--- src/rtl/serial_tx_pkg.sv ---
// Shared encodings and defaults for the serial pattern transmitter.
package serial_tx_pkg;

  typedef enum logic [1:0] {
    S_IDLE  = 2'd0,
    S_PRE   = 2'd1,
    S_SHIFT = 2'd2,
    S_GAP   = 2'd3
  } tx_state_e;

  localparam int             DEF_DATA_W   = 8;
  localparam int             DEF_GAP_CYC  = 1;
  localparam int             DEF_PRE_W    = 4;
  localparam logic [3:0]     DEF_PREAMBLE = 4'b1011;

  // Counter width: enough for the longest reload value plus one spare bit.
  function automatic int cnt_width(input int a, input int b, input int c);
    int m;
    m = (a > b) ? a : b;
    m = (m > c) ? m : c;
    return $clog2(m) + 1;
  endfunction

endpackage

--- src/rtl/tx_bit_counter.sv ---
// Loadable down-counter with zero flag; times the PRE, SHIFT and GAP phases.
module tx_bit_counter #(
  parameter int W = 4
) (
  input  logic         clk,
  input  logic         rst,
  input  logic         load_i,
  input  logic [W-1:0] val_i,
  input  logic         dec_i,
  output logic [W-1:0] cnt_o,
  output logic         zero_o
);

  logic [W-1:0] cnt_q, cnt_d;

  always_comb begin
    cnt_d = cnt_q;
    if (load_i)
      cnt_d = val_i;
    else if (dec_i && (cnt_q != '0))
      cnt_d = cnt_q - 1'b1;
  end

  always_ff @(posedge clk or negedge rst) begin
    if (!rst) cnt_q <= '0;
    else      cnt_q <= cnt_d;
  end

  assign cnt_o  = cnt_q;
  assign zero_o = (cnt_q == '0);

endmodule

--- src/rtl/serial_pattern_tx.sv ---
// Parallel-in, MSB-first serial transmitter with inter-word idle gap.
// Optional preamble before each word when SERIAL_TX_PREAMBLE_EN is defined.
module serial_pattern_tx
  import serial_tx_pkg::*;
#(
  parameter int               DATA_W   = DEF_DATA_W,
  parameter int               GAP_CYC  = DEF_GAP_CYC,
  parameter int               PRE_W    = DEF_PRE_W,
  parameter logic [PRE_W-1:0] PREAMBLE = DEF_PREAMBLE
) (
  input  logic              clk,
  input  logic              rst,
  input  logic              din_valid,
  input  logic [DATA_W-1:0] din_data,
  output logic              din_ready,
  output logic              dout_bit,
  output logic              dout_valid,
  output logic              busy,
  output logic              done
);

  localparam int CW = cnt_width(DATA_W, PRE_W, GAP_CYC);
`ifdef SERIAL_TX_PREAMBLE_EN
  localparam int FW = PRE_W + DATA_W;
  localparam logic [CW-1:0] PRE_LD = CW'(PRE_W - 1);
`else
  localparam int FW = DATA_W;
`endif
  localparam logic [CW-1:0] DATA_LD = CW'(DATA_W - 1);
  localparam logic [CW-1:0] GAP_LD  = (GAP_CYC > 0) ? CW'(GAP_CYC - 1) : '0;

  tx_state_e     state_q, state_d;
  logic [FW-1:0] fr_q, fr_d, frame_w;
  logic          bit_q, bit_d, vld_q, vld_d, done_q, done_d;
  logic          cnt_ld, cnt_dec, cnt_zero;
  logic [CW-1:0] cnt_val, cnt_q;

  // Preamble and word share one shift register so PRE and SHIFT shift identically.
`ifdef SERIAL_TX_PREAMBLE_EN
  assign frame_w = {PREAMBLE, din_data};
`else
  assign frame_w = din_data;
`endif

  tx_bit_counter #(.W(CW)) u_cnt (
    .clk    (clk),
    .rst    (rst),
    .load_i (cnt_ld),
    .val_i  (cnt_val),
    .dec_i  (cnt_dec),
    .cnt_o  (cnt_q),
    .zero_o (cnt_zero)
  );

  always_comb begin
    state_d = state_q;
    fr_d    = fr_q;
    bit_d   = 1'b0;
    vld_d   = 1'b0;
    done_d  = 1'b0;
    cnt_ld  = 1'b0;
    cnt_val = '0;
    cnt_dec = 1'b0;
    case (state_q)
      S_IDLE: begin
        if (din_valid) begin
          bit_d  = frame_w[FW-1];
          vld_d  = 1'b1;
          fr_d   = {frame_w[FW-2:0], 1'b0};
          cnt_ld = 1'b1;
`ifdef SERIAL_TX_PREAMBLE_EN
          state_d = S_PRE;
          cnt_val = PRE_LD;
`else
          state_d = S_SHIFT;
          cnt_val = DATA_LD;
`endif
        end
      end
`ifdef SERIAL_TX_PREAMBLE_EN
      S_PRE: begin
        bit_d = fr_q[FW-1];
        vld_d = 1'b1;
        fr_d  = {fr_q[FW-2:0], 1'b0};
        if (cnt_zero) begin
          state_d = S_SHIFT;
          cnt_ld  = 1'b1;
          cnt_val = DATA_LD;
        end else begin
          cnt_dec = 1'b1;
        end
      end
`endif
      S_SHIFT: begin
        if (!cnt_zero) begin
          bit_d   = fr_q[FW-1];
          vld_d   = 1'b1;
          fr_d    = {fr_q[FW-2:0], 1'b0};
          cnt_dec = 1'b1;
        end else begin
          // Last bit is on the wire now; done shows in the following cycle.
          done_d = 1'b1;
          if (GAP_CYC > 0) begin
            state_d = S_GAP;
            cnt_ld  = 1'b1;
            cnt_val = GAP_LD;
          end else begin
            state_d = S_IDLE;
          end
        end
      end
      S_GAP: begin
        if (cnt_zero) state_d = S_IDLE;
        else          cnt_dec = 1'b1;
      end
      default: state_d = S_IDLE;
    endcase
  end

  always_ff @(posedge clk or negedge rst) begin
    if (!rst) begin
      state_q <= S_IDLE;
      fr_q    <= '0;
      bit_q   <= 1'b0;
      vld_q   <= 1'b0;
      done_q  <= 1'b0;
    end else begin
      state_q <= state_d;
      fr_q    <= fr_d;
      bit_q   <= bit_d;
      vld_q   <= vld_d;
      done_q  <= done_d;
    end
  end

  assign din_ready  = (state_q == S_IDLE);
  assign busy       = ~din_ready;
  assign dout_bit   = bit_q;
  assign dout_valid = vld_q;
  assign done       = done_q;

endmodule

--- config.mk ---
export PLATFORM = sky130hd
export DESIGN_NAME = serial_pattern_tx
export DESIGN_NICKNAME = d
export VERILOG_FILES = /design/src/rtl/serial_tx_pkg.sv /design/src/rtl/tx_bit_counter.sv /design/src/rtl/serial_pattern_tx.sv
export SDC_FILE = /design/constraint.sdc
export NUM_CORES = 1
export LEC_CHECK = 0
export ABC_AREA = 1
export CORE_UTILIZATION = 55
export CTS_BUF_LIST = sky130_fd_sc_hd__clkbuf_8
export DETAILED_ROUTE_END_ITERATION = 8
export PLACE_DENSITY = 0.83
export SETUP_SLACK_MARGIN = 0.02
export SLEW_MARGIN = 30
export SYNTH_ARGS = -nofsm -noshare
export SYNTH_HDL_FRONTEND = slang
export SYNTH_SLANG_ARGS = --single-unit
--- constraint.sdc ---
create_clock -name clk -period 3.4 [get_ports clk]
set_clock_uncertainty 0.1 [all_clocks]
set_input_delay 0.68 -clock clk [delete_from_list [all_inputs] [get_ports clk]]
set_output_delay 0.68 -clock clk [all_outputs]
set_load 0.1 [all_outputs]
---- Yosys cells after proc, flatten, opt, wreduce, memory -nomap -nowiden ----
Cells that the tools add are included.
operators by class
  bitwise logic cells ..................... 1
  $add $sub $neg .......................... 1
  equality and inequality tests ........... 6
  reduce and logical (&&, ||, !) cells .... 9
  multiplexer cells ....................... 21
operators by type and width
  kind                                                                count
  8-bit two-way mux                                                   2
  8-bit one-hot mux with 2 select lines                               1
  4-bit two-way mux                                                   2
  2-bit != test, second input constant                                4
  1-bit two-way mux                                                   7
  2-bit two-way mux                                                   3
  3-bit two-way mux                                                   2
  1-bit one-hot mux with 2 select lines                               3
  2-bit one-hot mux with 3 select lines                               1
  3-bit AND reduction                                                 2
  2-bit equality test, second input constant                          2
  4-bit logical NOT                                                   1
  2-bit nonzero test                                                  2
  4-bit nonzero test                                                  1
  4-bit by 1-bit subtractor with 4-bit output, second input constant  1
  2-bit logical NOT                                                   1
  2-bit OR reduction                                                  1
  1-bit logical AND                                                   1
  1-bit inverter                                                      1
storage, ports and cells
  bits of input ports ..................... 11
  bits in registers ....................... 17
  logic and storage cells ................. 44
  output and inout bits ................... 5

---- Depth between registers and ports, before layout ----
  depth in word-level cells ............... 6
  gate-level depth with buffers ........... 8
  depth with buffers taken out ............ 7

---- Modules after synthesis ----
From an unflattened synthesis, not the netlist that was laid out.
second synthesis, totals
  cells, all modules ...................... 121
  area, all modules ....................... 897.1 um^2
modules (own cells, without submodules)
  module             sequential area each (um^2)  cells each  area each (um^2)  times used
  serial_pattern_tx  300.3                        75          601.8             1
  tx_bit_counter     100.1                        46          295.3             1

---- Worst setup path after synthesis ----
OpenSTA, ideal clock, no wires.
  path kind ............................... flip-flop to output port
  start point ............................. register state_q[0]
  end point ............................... output port busy
  cell stages (with the launch flop) ...... 3
  path slack .............................. 563 ps
  buffers on the path ..................... 0
  arrival ................................. 2057 ps
  data required time ...................... 2620 ps
  cells stage by stage .................... dfrtp_1 > nor2_2 > inv_1
between the ends
  word-level cells in the longest chain between the ends .. 2
RTL lines
  element                   line                      text
  start: declaration        serial_pattern_tx.sv:32   tx_state_e state_q, state_d;
  start signal: assignment  serial_pattern_tx.sv:128  state_q <= state_d;
  2-bit logical NOT         serial_pattern_tx.sv:136  assign din_ready = (state_q == S_IDLE);
  via din_ready             serial_pattern_tx.sv:15   output logic din_ready,
  1-bit inverter            serial_pattern_tx.sv:137  assign busy = ~din_ready;
  end: declaration          serial_pattern_tx.sv:18   output logic busy,
The timed path passes the listed nets, and every way through them passes these cells.

---- Worst setup path after layout ----
  start point ............................. register state_q[1]
  end point ............................... output port din_ready
between the ends
  word-level cells in the longest chain between the ends .. 1
RTL lines
  element            line
  2-bit logical NOT  serial_pattern_tx.sv:136
  end: declaration   serial_pattern_tx.sv:15
Every way passes these cells.

==> impl_metrics.env <==
export IMPL_fin_tns_setup_ns=0
export IMPL_clkLatencyLatePin_ns=0.25
export IMPL_gp_congestion=0.815
export IMPL_max_freq_mhz=495
export IMPL_pin_count=16
export IMPL_rsz0062_at_grt="false"
export IMPL_core_um2=1380
export IMPL_ant_nets=0
export IMPL_ir_drop_mv=1.21
export IMPL_grt_pass1_wl_mm=2.66
export IMPL_critPathLaunchType="flip-flop"
export IMPL_die_w_um=41.6
export IMPL_final_instance_count_excl_fill=132
export IMPL_p_leak_nw=0.549
export IMPL_antenna_found_initial=0
export IMPL_cts_sinks=16
export IMPL_busiest_layer="met2"
export IMPL_via_count=684
export IMPL_cts_resized_gates=0
export IMPL_detail_route_wirelength_mm=1.42
export IMPL_path_class="flip-flop to output port"
export IMPL_syn_to_final_growth_pct=20.8
export IMPL_syn_avg_cell_area_um2=8.65
export IMPL_drive_gt1_share_pct=21.4
export IMPL_min_path_type="flip-flop to flip-flop"
export IMPL_root_buffer="clkbuf_8"
export IMPL_finalHoldViolCount=0
export IMPL_grt_max_degree=17
export IMPL_slew_headroom_pct=54.1
export IMPL_grtUsageMet2_pct=29.4
export IMPL_grt_remaining_overflow=0
export IMPL_power_density_nw_per_um2=1130
export IMPL_yosys_area_share_adder_pct=1.45
export IMPL_use_met3_pct=7.83
export IMPL_use_met1_pct=27.0
export IMPL_end_kind="output port"
export IMPL_synth_xor_area_share_pct=1.01
export IMPL_portBuffers=15
export IMPL_post_cts_buffers=0
export IMPL_synth_fp_nets=112
export IMPL_drv_cap=0
export IMPL_yosysTopAreaCellShare_pct=46.3
export IMPL_synth_seq_cells=16
export IMPL_worst_ep_required_time_ns=2.62
export IMPL_die_area_um2=1730
export IMPL_synth_cell_types=19
export IMPL_worstMarginPinSlew_ns=0.687
export IMPL_drv_slew=0
export IMPL_synth_compound_area_share_pct=9.70
export IMPL_cts_tree="done"
export IMPL_hpwl_mm=1.05
export IMPL_wl_per_cell_um=10.8
export IMPL_dp_cells=128
export IMPL_drc=0
export IMPL_yosys_mux_area_fraction_pct=0
export IMPL_fp_dieH_um=41.6
export IMPL_timing_final_crit_share_pct=59.5
export IMPL_path_clk_slew_ns=0.06
export IMPL_start_util_pct=62.5
export IMPL_grt_pass1_vias=613
export IMPL_synth_area_leader_cell="dfrtp_1"
export IMPL_synth_area_leaders="dfrtp_1 46%, nand2_1 13%, inv_1 5.6%"
export IMPL_layout_min_cycle_time_ns=2.02
export IMPL_yosys_area_share_simple_pct=31.8
export IMPL_synth_seq_area_share_pct=46.3
export IMPL_antennaDiodeCount=0
export IMPL_status="finished clean"
export IMPL_grtUsageTotal_pct=20.3
export IMPL_synth_area_um2=865
export IMPL_fin_nets=130
export IMPL_yosys_warnings=0
export IMPL_drt_iter0_markers=12
export IMPL_arrival_ns=1.24
export IMPL_r2r_slack_ns=1.87
export IMPL_row_count=13
export IMPL_path_max_fanout=6
export IMPL_hold_depth=2
export IMPL_htreeDepth=1
export IMPL_synth_top_family_by_area="simple AND/OR/NAND/NOR gates"
export IMPL_reg2reg_depth=7
export IMPL_cts_buffer_depth=2
export IMPL_firstDrtPassIters=4
export IMPL_setup_viol=0
export IMPL_synthCells=100
export IMPL_cts_buffers=3
export IMPL_routed_via_density=5.18
export IMPL_cts_hold_buf=0
[layout make-up]
type	instances	area, um^2
fill	109	338
multi-input combinational	68	380
sequential	16	400
clock buffer	4	55.1
timing repair buffer	15	138
tap	15	18.8
inverter	14	52.6
[worst paths after layout]
check                                from              to
min in group asynchronous             rst        dout_bit
max in group asynchronous             rst      state_q[0]
min reg2reg                       fr_q[4]         fr_q[4]
min                               fr_q[4]         fr_q[4]
max                            state_q[1]       din_ready
max reg2reg                u_cnt.cnt_o[0]  u_cnt.cnt_o[1]
[worst max-delay path, stage by stage, from the launching register on]
cell and delay, ns:
dfrtp_1 0.46, nor2_2 0.20, buf_4 0.33
[per-stage QoR]
stage / setup slack [ns] / instance area (um^2) / utilization (%) / hold slack [ns] / power (W)
floorplan: 0.563 / 865 / - / 0.284 / 0.000935
finish: 1.38 / 1040 / 75.6 / 0.423 / 0.00118
global route: 1.35 / 1040 / 75.6 / 0.446 / 0.00126
global placement: 1.62 / 990 / 71.6 / 0.396 / 0.000995
detailed placement: 1.60 / 990 / 71.6 / 0.395 / 0.00101
CTS: 1.38 / 1040 / 75.6 / 0.423 / 0.00118
[registers in the layout (all words and copies together), names as in the netlist]
signal,count
state_q,2
dout_bit,1
fr_q,7
done,1
u_cnt.cnt_o,4
dout_valid,1
[cell families (layout without fill, tap and decap cells)]
family / count (synthesis) / count (layout)
buf+inv: 16 / 33
flops: 16 / 16
simple gates: 53 / 53
fa+ha+maj: 1 / 1
xor+xnor: 1 / 1
compound gates: 13 / 13
[cell usage in the layout, fill, tap and decap left out]
master           netlist  routed
buf_4                  0       5
clkbuf_8               0       4
clkdlybuf4s50_1        0      10
dfrtp_1               16      16
ha_1                   1       1
inv_1                 13      13
inv_2                  1       1
nand2_1               29      29
nand2_2                1       1
nand2_4                4       4
nand3_1                5       5
nand3_2                2       2
nand4_1                3       3
nor2_1                 6       6
nor2_2                 1       1
nor2_4                 2       2
o21ai_0                4       4
o21ai_1                4       4
o21ai_2                5       5
xor2_1                 1       1
[synthesized netlist by cell type, drive strengths merged]
master  number
nand2       34
dfrtp       16
inv         14
o21ai       13
nor2         9
nand3        7
nand4        3
buf          2
ha           1
xor2         1
[per-layer routing]
metal / wire length, um / share of wire (%)
met3: 101 / 7.1
met1: 687 / 48
met5: 0 / 0
met4: 24 / 1.7
met2: 610 / 43
[report_power, final]
part	internal [W]	total (W)	switching (W)
clock network	0.000103	0.000168	0.0000651
logic	0.000199	0.000684	0.000485
registers	0.000273	0.000325	0.0000518
No activity file was read; power rests on OpenSTA's default activity.
